**src/rtl/parking_lot_pkg.sv**
```systemverilog
// parking_lot_pkg: shared FSM states, completion codes and timestamp width
package parking_lot_pkg;
   localparam int TS_W = 16;
   typedef enum logic [2:0] {ST_IDLE, ST_GO, ST_SERVE, ST_RETURN, ST_DONE} state_t;
   localparam logic [1:0] DC_OK    = 2'd0;
   localparam logic [1:0] DC_FULL  = 2'd1;
   localparam logic [1:0] DC_BAD   = 2'd2;
   localparam logic [1:0] DC_ABORT = 2'd3;
endpackage

```
**src/rtl/parking_req_fifo.sv**
```systemverilog
// parking_req_fifo: first-word-fall-through request queue, push and pop legal in one cycle
module parking_req_fifo #(
   parameter int WIDTH = 17,
   parameter int DEPTH = 4,
   localparam int AW = $clog2(DEPTH)
) (
   input  logic             clock,
   input  logic             reset,
   input  logic             push,
   input  logic             pop,
   input  logic [WIDTH-1:0] wr_data,
   output logic [WIDTH-1:0] rd_data,
   output logic             empty,
   output logic             full
);
   logic [WIDTH-1:0] mem [DEPTH];
   logic [AW:0] wr_ptr, rd_ptr;
   assign empty = wr_ptr == rd_ptr;
   assign full = wr_ptr == {~rd_ptr[AW], rd_ptr[AW-1:0]};
   assign rd_data = mem[rd_ptr[AW-1:0]];
   always_ff @(posedge clock)
      if (push && !full) mem[wr_ptr[AW-1:0]] <= wr_data;
   always_ff @(posedge clock) begin
      if (!reset) begin
         wr_ptr <= '0;
         rd_ptr <= '0;
      end else begin
         if (push && !full) wr_ptr <= wr_ptr + 1'b1;
         if (pop && !empty) rd_ptr <= rd_ptr + 1'b1;
      end
   end
endmodule

```
**src/rtl/parking_lot_ctrl_p.sv**
```systemverilog
// parking_lot_ctrl_p: queued automated parking lot with one elevator, slot store,
// exit fees and per-floor leak blocking
module parking_lot_ctrl_p
   import parking_lot_pkg::*;
#(
   parameter int NUM_FLOORS = 7,
   parameter int SLOTS = 2,
   parameter int PLATE_W = 16,
   parameter int FIFO_DEPTH = 4,
   localparam int N_SLOT = NUM_FLOORS * SLOTS,
   localparam int CNT_W = $clog2(N_SLOT + 1)
) (
   input  logic                      clock,
   input  logic                      reset,
   input  logic                      req_valid,
   output logic                      req_ready,
   input  logic                      req_in,
   input  logic [PLATE_W-1:0]        req_plate,
   input  logic                      leak,
   input  logic [2:0]                leak_floor,
   input  logic                      leak_clear,
   output logic [2:0]                current_floor,
   output logic [PLATE_W-1:0]        moving,
   output logic                      done_valid,
   output logic [1:0]                done_code,
   output logic [7:0]                fee,
   output logic [N_SLOT*PLATE_W-1:0] parked,
   output logic [CNT_W-1:0]          free_count,
   output logic                      full,
   output logic [NUM_FLOORS-1:0]     blocked
);
   state_t state, state_n;
   logic [PLATE_W-1:0] slot_plate [N_SLOT];
   logic [TS_W-1:0] slot_time [N_SLOT];
   logic [TS_W-1:0] ts, age;
   logic [PLATE_W:0] q_data;
   logic [PLATE_W-1:0] q_plate, plate;
   logic q_enter, q_empty, q_full, pop, is_enter;
   logic hit, free_hit, bad, rej, abort;
   logic [CNT_W-1:0] hit_idx, free_idx, tgt_idx;
   logic [2:0] hit_floor, free_floor, tgt_floor;
   logic [NUM_FLOORS-1:0] leak_mask;
   assign req_ready = reset && !q_full;
   assign {q_enter, q_plate} = q_data;
   assign done_valid = state == ST_DONE;
   assign full = free_count == '0;
   assign bad = q_enter ? (q_plate == '0 || hit) : !hit;
   assign rej = bad || (q_enter && !free_hit);
   assign abort = is_enter && blocked[tgt_floor - 3'd1];
   assign age = ts - slot_time[tgt_idx];
   parking_req_fifo #(.WIDTH(PLATE_W + 1), .DEPTH(FIFO_DEPTH)) u_fifo (
      .clock   (clock),
      .reset   (reset),
      .push    (req_valid && req_ready),
      .pop     (pop),
      .wr_data ({req_in, req_plate}),
      .rd_data (q_data),
      .empty   (q_empty),
      .full    (q_full)
   );
   for (genvar i = 0; i < N_SLOT; i++) assign parked[i*PLATE_W +: PLATE_W] = slot_plate[i];
   // descending scan leaves the lowest matching index, i.e. lowest floor then lowest slot
   always_comb begin
      hit = 1'b0;
      hit_idx = '0;
      hit_floor = '0;
      free_hit = 1'b0;
      free_idx = '0;
      free_floor = '0;
      free_count = '0;
      for (int i = N_SLOT - 1; i >= 0; i--) begin
         if (q_plate != '0 && slot_plate[i] == q_plate) begin
            hit = 1'b1;
            hit_idx = CNT_W'(i);
            hit_floor = 3'(i / SLOTS + 1);
         end
         if (slot_plate[i] == '0 && !blocked[i / SLOTS]) begin
            free_hit = 1'b1;
            free_idx = CNT_W'(i);
            free_floor = 3'(i / SLOTS + 1);
         end
         free_count = free_count + CNT_W'(slot_plate[i] == '0);
      end
   end
   always_comb begin
      leak_mask = '0;
      for (int f = 0; f < NUM_FLOORS; f++) leak_mask[f] = leak && leak_floor == 3'(f + 1);
   end
   // rejections pass through RETURN at floor 0 so they complete one cycle later
   always_comb begin
      state_n = state;
      pop = 1'b0;
      case (state)
         ST_IDLE: begin
            pop = !q_empty;
            state_n = q_empty ? ST_IDLE : rej ? ST_RETURN : ST_GO;
         end
         ST_GO:     state_n = abort ? ST_RETURN : current_floor == tgt_floor ? ST_SERVE : ST_GO;
         ST_SERVE:  state_n = ST_RETURN;
         ST_RETURN: state_n = current_floor <= 3'd1 ? ST_DONE : ST_RETURN;
         default:   state_n = ST_IDLE;
      endcase
   end
   always_ff @(posedge clock) begin
      if (!reset) begin
         state <= ST_IDLE;
         current_floor <= '0;
         moving <= '0;
         done_code <= DC_OK;
         fee <= '0;
         ts <= '0;
         blocked <= '0;
         is_enter <= 1'b0;
         plate <= '0;
         tgt_floor <= '0;
         tgt_idx <= '0;
         for (int i = 0; i < N_SLOT; i++) begin
            slot_plate[i] <= '0;
            slot_time[i] <= '0;
         end
      end else begin
         state <= state_n;
         ts <= ts + 1'b1;
         blocked <= leak_mask | (blocked & {NUM_FLOORS{!leak_clear}});
         case (state)
            ST_IDLE: if (pop) begin
               is_enter <= q_enter;
               plate <= q_plate;
               fee <= '0;
               done_code <= !rej ? DC_OK : bad ? DC_BAD : DC_FULL;
               tgt_floor <= q_enter ? free_floor : hit_floor;
               tgt_idx <= q_enter ? free_idx : hit_idx;
               moving <= q_enter && !rej ? q_plate : '0;
            end
            ST_GO: begin
               done_code <= abort ? DC_ABORT : done_code;
               current_floor <= !abort && current_floor != tgt_floor ? current_floor + 3'd1 : current_floor;
            end
            ST_SERVE: begin
               slot_plate[tgt_idx] <= is_enter ? plate : '0;
               if (is_enter) slot_time[tgt_idx] <= ts;
               moving <= is_enter ? '0 : plate;
               if (!is_enter) fee <= |age[TS_W-1:8] ? 8'hFF : age[7:0];
            end
            ST_RETURN: current_floor <= current_floor != 3'd0 ? current_floor - 3'd1 : current_floor;
            ST_DONE: moving <= '0;
            default: ;
         endcase
      end
   end
endmodule
```
**config.mk**
```make
export PLATFORM = sky130hd
export DESIGN_NAME = parking_lot_ctrl_p
export DESIGN_NICKNAME = d
export VERILOG_FILES = /design/src/rtl/parking_lot_pkg.sv /design/src/rtl/parking_req_fifo.sv /design/src/rtl/parking_lot_ctrl_p.sv
export SDC_FILE = /design/constraint.sdc
export NUM_CORES = 1
export LEC_CHECK = 0
export ABC_AREA = 0
export CAP_MARGIN = 10
export CORE_ASPECT_RATIO = 1.2
export CORE_UTILIZATION = 55
export DETAILED_ROUTE_END_ITERATION = 10
export DONT_BUFFER_PORTS = 1
export GPL_ROUTABILITY_DRIVEN = 0
export PLACE_DENSITY = 0.79
export SYNTH_ARGS = -nofsm -noshare
export SYNTH_HDL_FRONTEND = slang
export SYNTH_SLANG_ARGS = --single-unit
```
**constraint.sdc**
```tcl
create_clock -name clock -period 6.4 [get_ports clock]
set_input_delay 0.64 -clock clock [delete_from_list [all_inputs] [get_ports clock]]
set_output_delay 0.64 -clock clock [all_outputs]
set_load 0.005 [all_outputs]
```
Word-level counts from Yosys, hierarchy flattened
Memory sizes are Yosys's and may differ from the RTL's. A register that Yosys moved wholly into a read port is not among the register bits. Cells that the tools add are included.

Register bits: 85. Memory bits (writable): 516. Input bits: 25. Output and inout bits: 267. Logic and storage cells: 298. Memories kept: 3.

Memories: slot_plate (words 14, bits a word 16, read ports 14, clocked after Yosys merged registers in 0, wr ports 14, line parking_lot_ctrl_p.sv:33) `logic [PLATE_W-1:0] slot_plate [N_SLOT];`; slot_time (words 14, bits a word 16, read ports 1, clocked after Yosys merged registers in 1, wr ports 14, line parking_lot_ctrl_p.sv:34) `logic [TS_W-1:0] slot_time [N_SLOT];`; u_fifo.mem (words 4, bits a word 17, read ports 1, clocked after Yosys merged registers in 1, wr ports 1, line parking_req_fifo.sv:16) `logic [WIDTH-1:0] mem [DEPTH];`.

Add/sub/neg operators: 20. Magnitude comparators: 2. Eq/ne operators: 34. Mux-type cells: 133. Bitwise logic cells: 3. Reduce and logical (&&, ||, !) cells: 90.

Operators by type and width (count): 16-bit zero test (15); 16-bit == test (14); 4-bit 2-to-1 mux (33); 16-bit 2-to-1 mux (6); 3-bit 2-to-1 mux (32); 16-bit case mux with 3 select lines (1); 1-bit logical AND (43); 1-bit 2-to-1 mux (43); 4-bit by 1-bit adder with 4-bit output (10); 16-bit OR reduction (2); 8-bit 2-to-1 mux (3); 2-bit 2-to-1 mux (10); 16-bit by 1-bit adder with 16-bit output (second input constant) (1); 8-bit case mux with 2 select lines (1); 16-bit nonzero test (1); 16-bit subtractor (1); 3-bit == test (second input constant) (5); 1-bit zero test (14); 3-bit by 2-bit == test with 1-bit output (second input constant) (4); 3-bit case mux with 4 select lines (1); 3-bit by 1-bit adder with 3-bit output (second input constant) (3); 3-bit == test (3); 3-bit AND reduction (3); 2-bit != test (second input constant) (4); 22 further kinds (29).

Longest topological paths before layout
Word-level depth: 24. Depth in mapped cells: 15.

Cells and area by module
A second synthesis with hierarchy kept.

Cells, all modules: 2347. Area, all modules: 31258.7 µm².

By module, submodules not included: parking_lot_ctrl_p (instances 1, cells an instance 2190, area an instance 28238.3 µm², seq. area each 16075.4 µm²); parking_req_fifo (instances 1, cells an instance 157, area an instance 3020.4 µm², seq. area each 2202.1 µm²).

Worst setup path after synthesis
No wires, ideal clock.

Path type: register to output. From: mem slot_plate[4][0]. To: out full. Arrival time: 4.118 ns. Path slack: 1.642 ns. Stages on the path, launching flop included: 13. Path buffers: 0. Path through: edfxtp_1 nor4_1 nand4_1 fa_1 inv_1 fa_1 fa_1 fa_1 ha_1 inv_1 fa_1 inv_1 nor4_1.

RTL lines: start, declared (line parking_lot_ctrl_p.sv:33); end, declared (line parking_lot_ctrl_p.sv:29) `output logic full,`.

==> flow_summary_export.csv <==
group,metric,value,unit
sta,setup_viol,0,
sta,rsz0062_at_grt,"false",
clocking,cts-root-buf,"clkbuf_16",
sta,fin_crit_sh,97.5,%
sta,maxSlewViolCount,0,
critical_path,cp_common_cell,"fa_1",
critical_path,critPathSlowestCell,"fa_1",
grt,grt_pass1_wl,130,mm
detailed_routing,wirelength,91.1,mm
critical_path,cp-end-kind,"output port",
min_path,min_path_type,"in2reg",
critical_path,crit_fanout,3,
pwr,ir_drop,0.248,mV
critical_path,arrival,5.60,ns
cells_and_area,n_fill_cell,4020,
sta,max_freq,160,MHz
yosys,ys_dominant_reg_cell,"edfxtp_1",
yosys,syn_avg_cell_area,13.2,µm²
clocking,clk_pin_slew,0.07,ns
clocking,htreeDepth,2,
sta,relSlewSlack,12.5,%
pwr,powerDensity,377,nW/µm²
clocking,cts_sinks,639,
detailed_routing,first_pass_iters,5,
grt,grt_pass1_vias,20100,
critical_path,reg2regPathDepth,8,
yosys,seq_area_frac_synth,59.2,%
placement,portBuffers,0,
placement,place_area,31400,µm²
yosys,ys_seq_elements,639,
placement,dpl.cell_count,2939,
yosys,synth_top_area_share,53.3,%
yosys,synthCells,2340,
grt,track_usage,31.5,%
grt,grt_max_degree,117,
yosys,synth_area_leaders,"edfxtp_1 (53%), and2_1 (8.8%), mux4_2 (7.2%)",
detailed_routing,detail_route.wl_per_cell,29.8,µm
grt,antenna_found_initial,1,
detailed_routing,viasPerCell,6.61,
floorplanning,design.portCount,292,
floorplanning,design.die.area,57100,µm²
yosys,yosysUniqueCellTypes,66,
floorplanning,initial_core_util,56.0,%
critical_path,path_cells,"nor4_1 -> nand4_1 -> fa_1 -> inv_1 -> fa_1 -> fa_1 -> fa_1 -> ha_1 -> inv_1 -> fa_1 -> inv_1 -> nor4_1",
detailed_routing,postRouteAntennaNets,0,
yosys,synth_top_cell_by_area,"edfxtp_1",
critical_path,critPathLaunchType,"register",
clocking,cts_made_buffers,59,
clocking,cts_tree,"built",
detailed_routing,drc_errors,0,
cells_and_area,syn_to_final_growth,8.40,%
grt,grt_remaining_overflow,0,
critical_path,critPathRequiredTime,5.76,ns
sta,fin_skew,0.0460,ns
floorplanning,die_w,218,µm
critical_path,max_stage_delay,0.63,ns
sta,finalSetupTns,0,ns
yosys,ys_warn_count,0,
cells_and_area,layout_common_cells,"edfxtp_1 (548), and2_1 (434), xnor2_1 (242), mux4_2 (98), dfxtp_1 (89)",
sta,hold_violations,0,
cells_and_area,fin_nets,2347,
status,outcome,"complete, no violations",
cells_and_area,final_cells,3056,
floorplanning,die_h,261,µm
pwr,p_leak,0.0115,µW
yosys,synth_edf_count,548,
detailed_routing,vias,20200,
clocking,clk_path_buf_depth,3,
cells_and_area,fin_util,60.7,%
yosys,synth_async_sr_flop_share,0,%
floorplanning,design.core.area,55200,µm²
cells_and_area,stdcell_area,33500,µm²
sta,tightest_slew,1.31,ns
placement,place.detailed.hpwl,60.2,mm
detailed_routing,drt-initial-drc-count,2422,
cells_and_area,final_common_cell,"edfxtp_1",
yosys,synth_nets,2403,
min_path,worst_hold_path.num_cells,0,
yosys,syn_area,30900,µm²
floorplanning,rows,94,
run,maxCapViolations,0,
clocking,clk_latency,0.65,ns
cells_and_area,final_layout_size_suffix_gt1_share,12.9,%
critical_path,worstSetupPathType,"reg2out",
sta,post-route-min-period,6.24,ns
[area by class of cell]
class	count	area, µm²	share of cell area, %
flip-flops and latches	639	18300	54.6
inverters	54	203	0.606
well taps	720	901	2.69
clock buffers	68	1520	4.54
clock inverters	44	472	1.41
multi-input cells	1472	11600	34.7
diodes	1	2.50	0.00748
repair buffers	58	468	1.40
[state kept, by name (all words and copies together), names as in the netlist, named ones only]
signal,count
tgt_idx,4
u_fifo.wr_ptr,3
current_floor,3
u_fifo.rd_ptr,3
tgt_floor,3
moving,16
u_fifo.mem,68
ts,16
done_code,2
slot_time,256
state,3
is_enter,1
blocked,7
fee,8
slot_plate,224
plate,16
[synthesized netlist by cell type (5+ instances only)]
library cell    n
nand3b_1        8
fa_1           10
a22oi_1         6
xnor2_1       242
a31oi_1        15
nor2b_1         9
nor3_1         50
a21boi_0       21
ha_1           28
o211ai_1        9
and3_1         10
a21oi_2        10
buf_4           5
a22oi_2        10
nor4_1         76
o21a_1          5
nand2_1        77
xor2_1         18
nand3_1        21
buf_2          15
dfxtp_1        91
mux4_2         98
buf_1          10
edfxtp_1      548
inv_1          54
o21ai_0        65
nand4_1        75
o22ai_1         8
a21o_1         17
buf_6          16
o21ai_1         6
a21oi_1        28
clkbuf_1      126
nand2b_1       14
and2_1        434
nor2_1         50
[layer usage]
layer | vias to the layer above | part of all wire, % | wire, µm | track usage (%)
met3 | 380 | 12 | 10500 | 8.39
met4 | 2 | 7.7 | 6990 | 21.6
li1 | 8398 | - | - | -
met1 | 9987 | 33 | 29700 | 35.3
met2 | 1418 | 48 | 43900 | 52.7
met5 | - | 0.043 | 39 | 0
[power breakdown]
part           internal [µW]  leakage, µW  switching, µW
sequential              4810      0.00626            685
combinational           1410      0.00423           2060
clock                   2040     0.000957           1600
total                   8260       0.0115           4350
[per-stage QoR]
stage	total power [µW]	setup WS [ns]	hold WS (ns)
final	12600	0.162	0.0870
after detailed placement	8940	0.827	0.482
after floorplan	7820	1.64	0.450
after global routing	13000	0.0135	0.0679
after global placement	8840	0.814	0.472
after CTS	12500	0.115	0.0608
[kinds of logic after synthesis]
kind of cell | Yosys count | share of synthesized area (%)
AO/OA/AOI/OAI | 231 | 5.06
buffers and inverters | 229 | 3.37
multiplexers | 102 | 7.29
flip-flops | 639 | 59.2
AND/OR/NAND/NOR | 841 | 15.9
XOR/XNOR | 260 | 7.38
adder cells (fa/ha/maj) | 38 | 1.78
[worst max-delay path, delay by kind of cell, from the launching register on]
family | cells | cell delay (ns)
and+or+nand+nor | 3 | 1.31
adders and majority gates | 6 | 2.98
DFF | 1 | 0.46
buffers and inverters | 3 | 0.20
[repair_timing]
item | in CTS | in global routing
hold buffers | 0 | 0
endpoints found under the setup margin | 0 | 1
buffers inserted | 0 | 2
resized for setup | 0 | 2
[final timing paths]
path / startpoint / to / slack, ns
max: slot_plate[10][0] / full / 0.16
min: req_plate[10] / u_fifo.mem[3][10] / 0.09
max reg2reg: register / moving[9] / 1.23
min reg2reg: ts[0] / ts[0] / 0.50
Note: power is estimated with default switching activity, not from simulation.
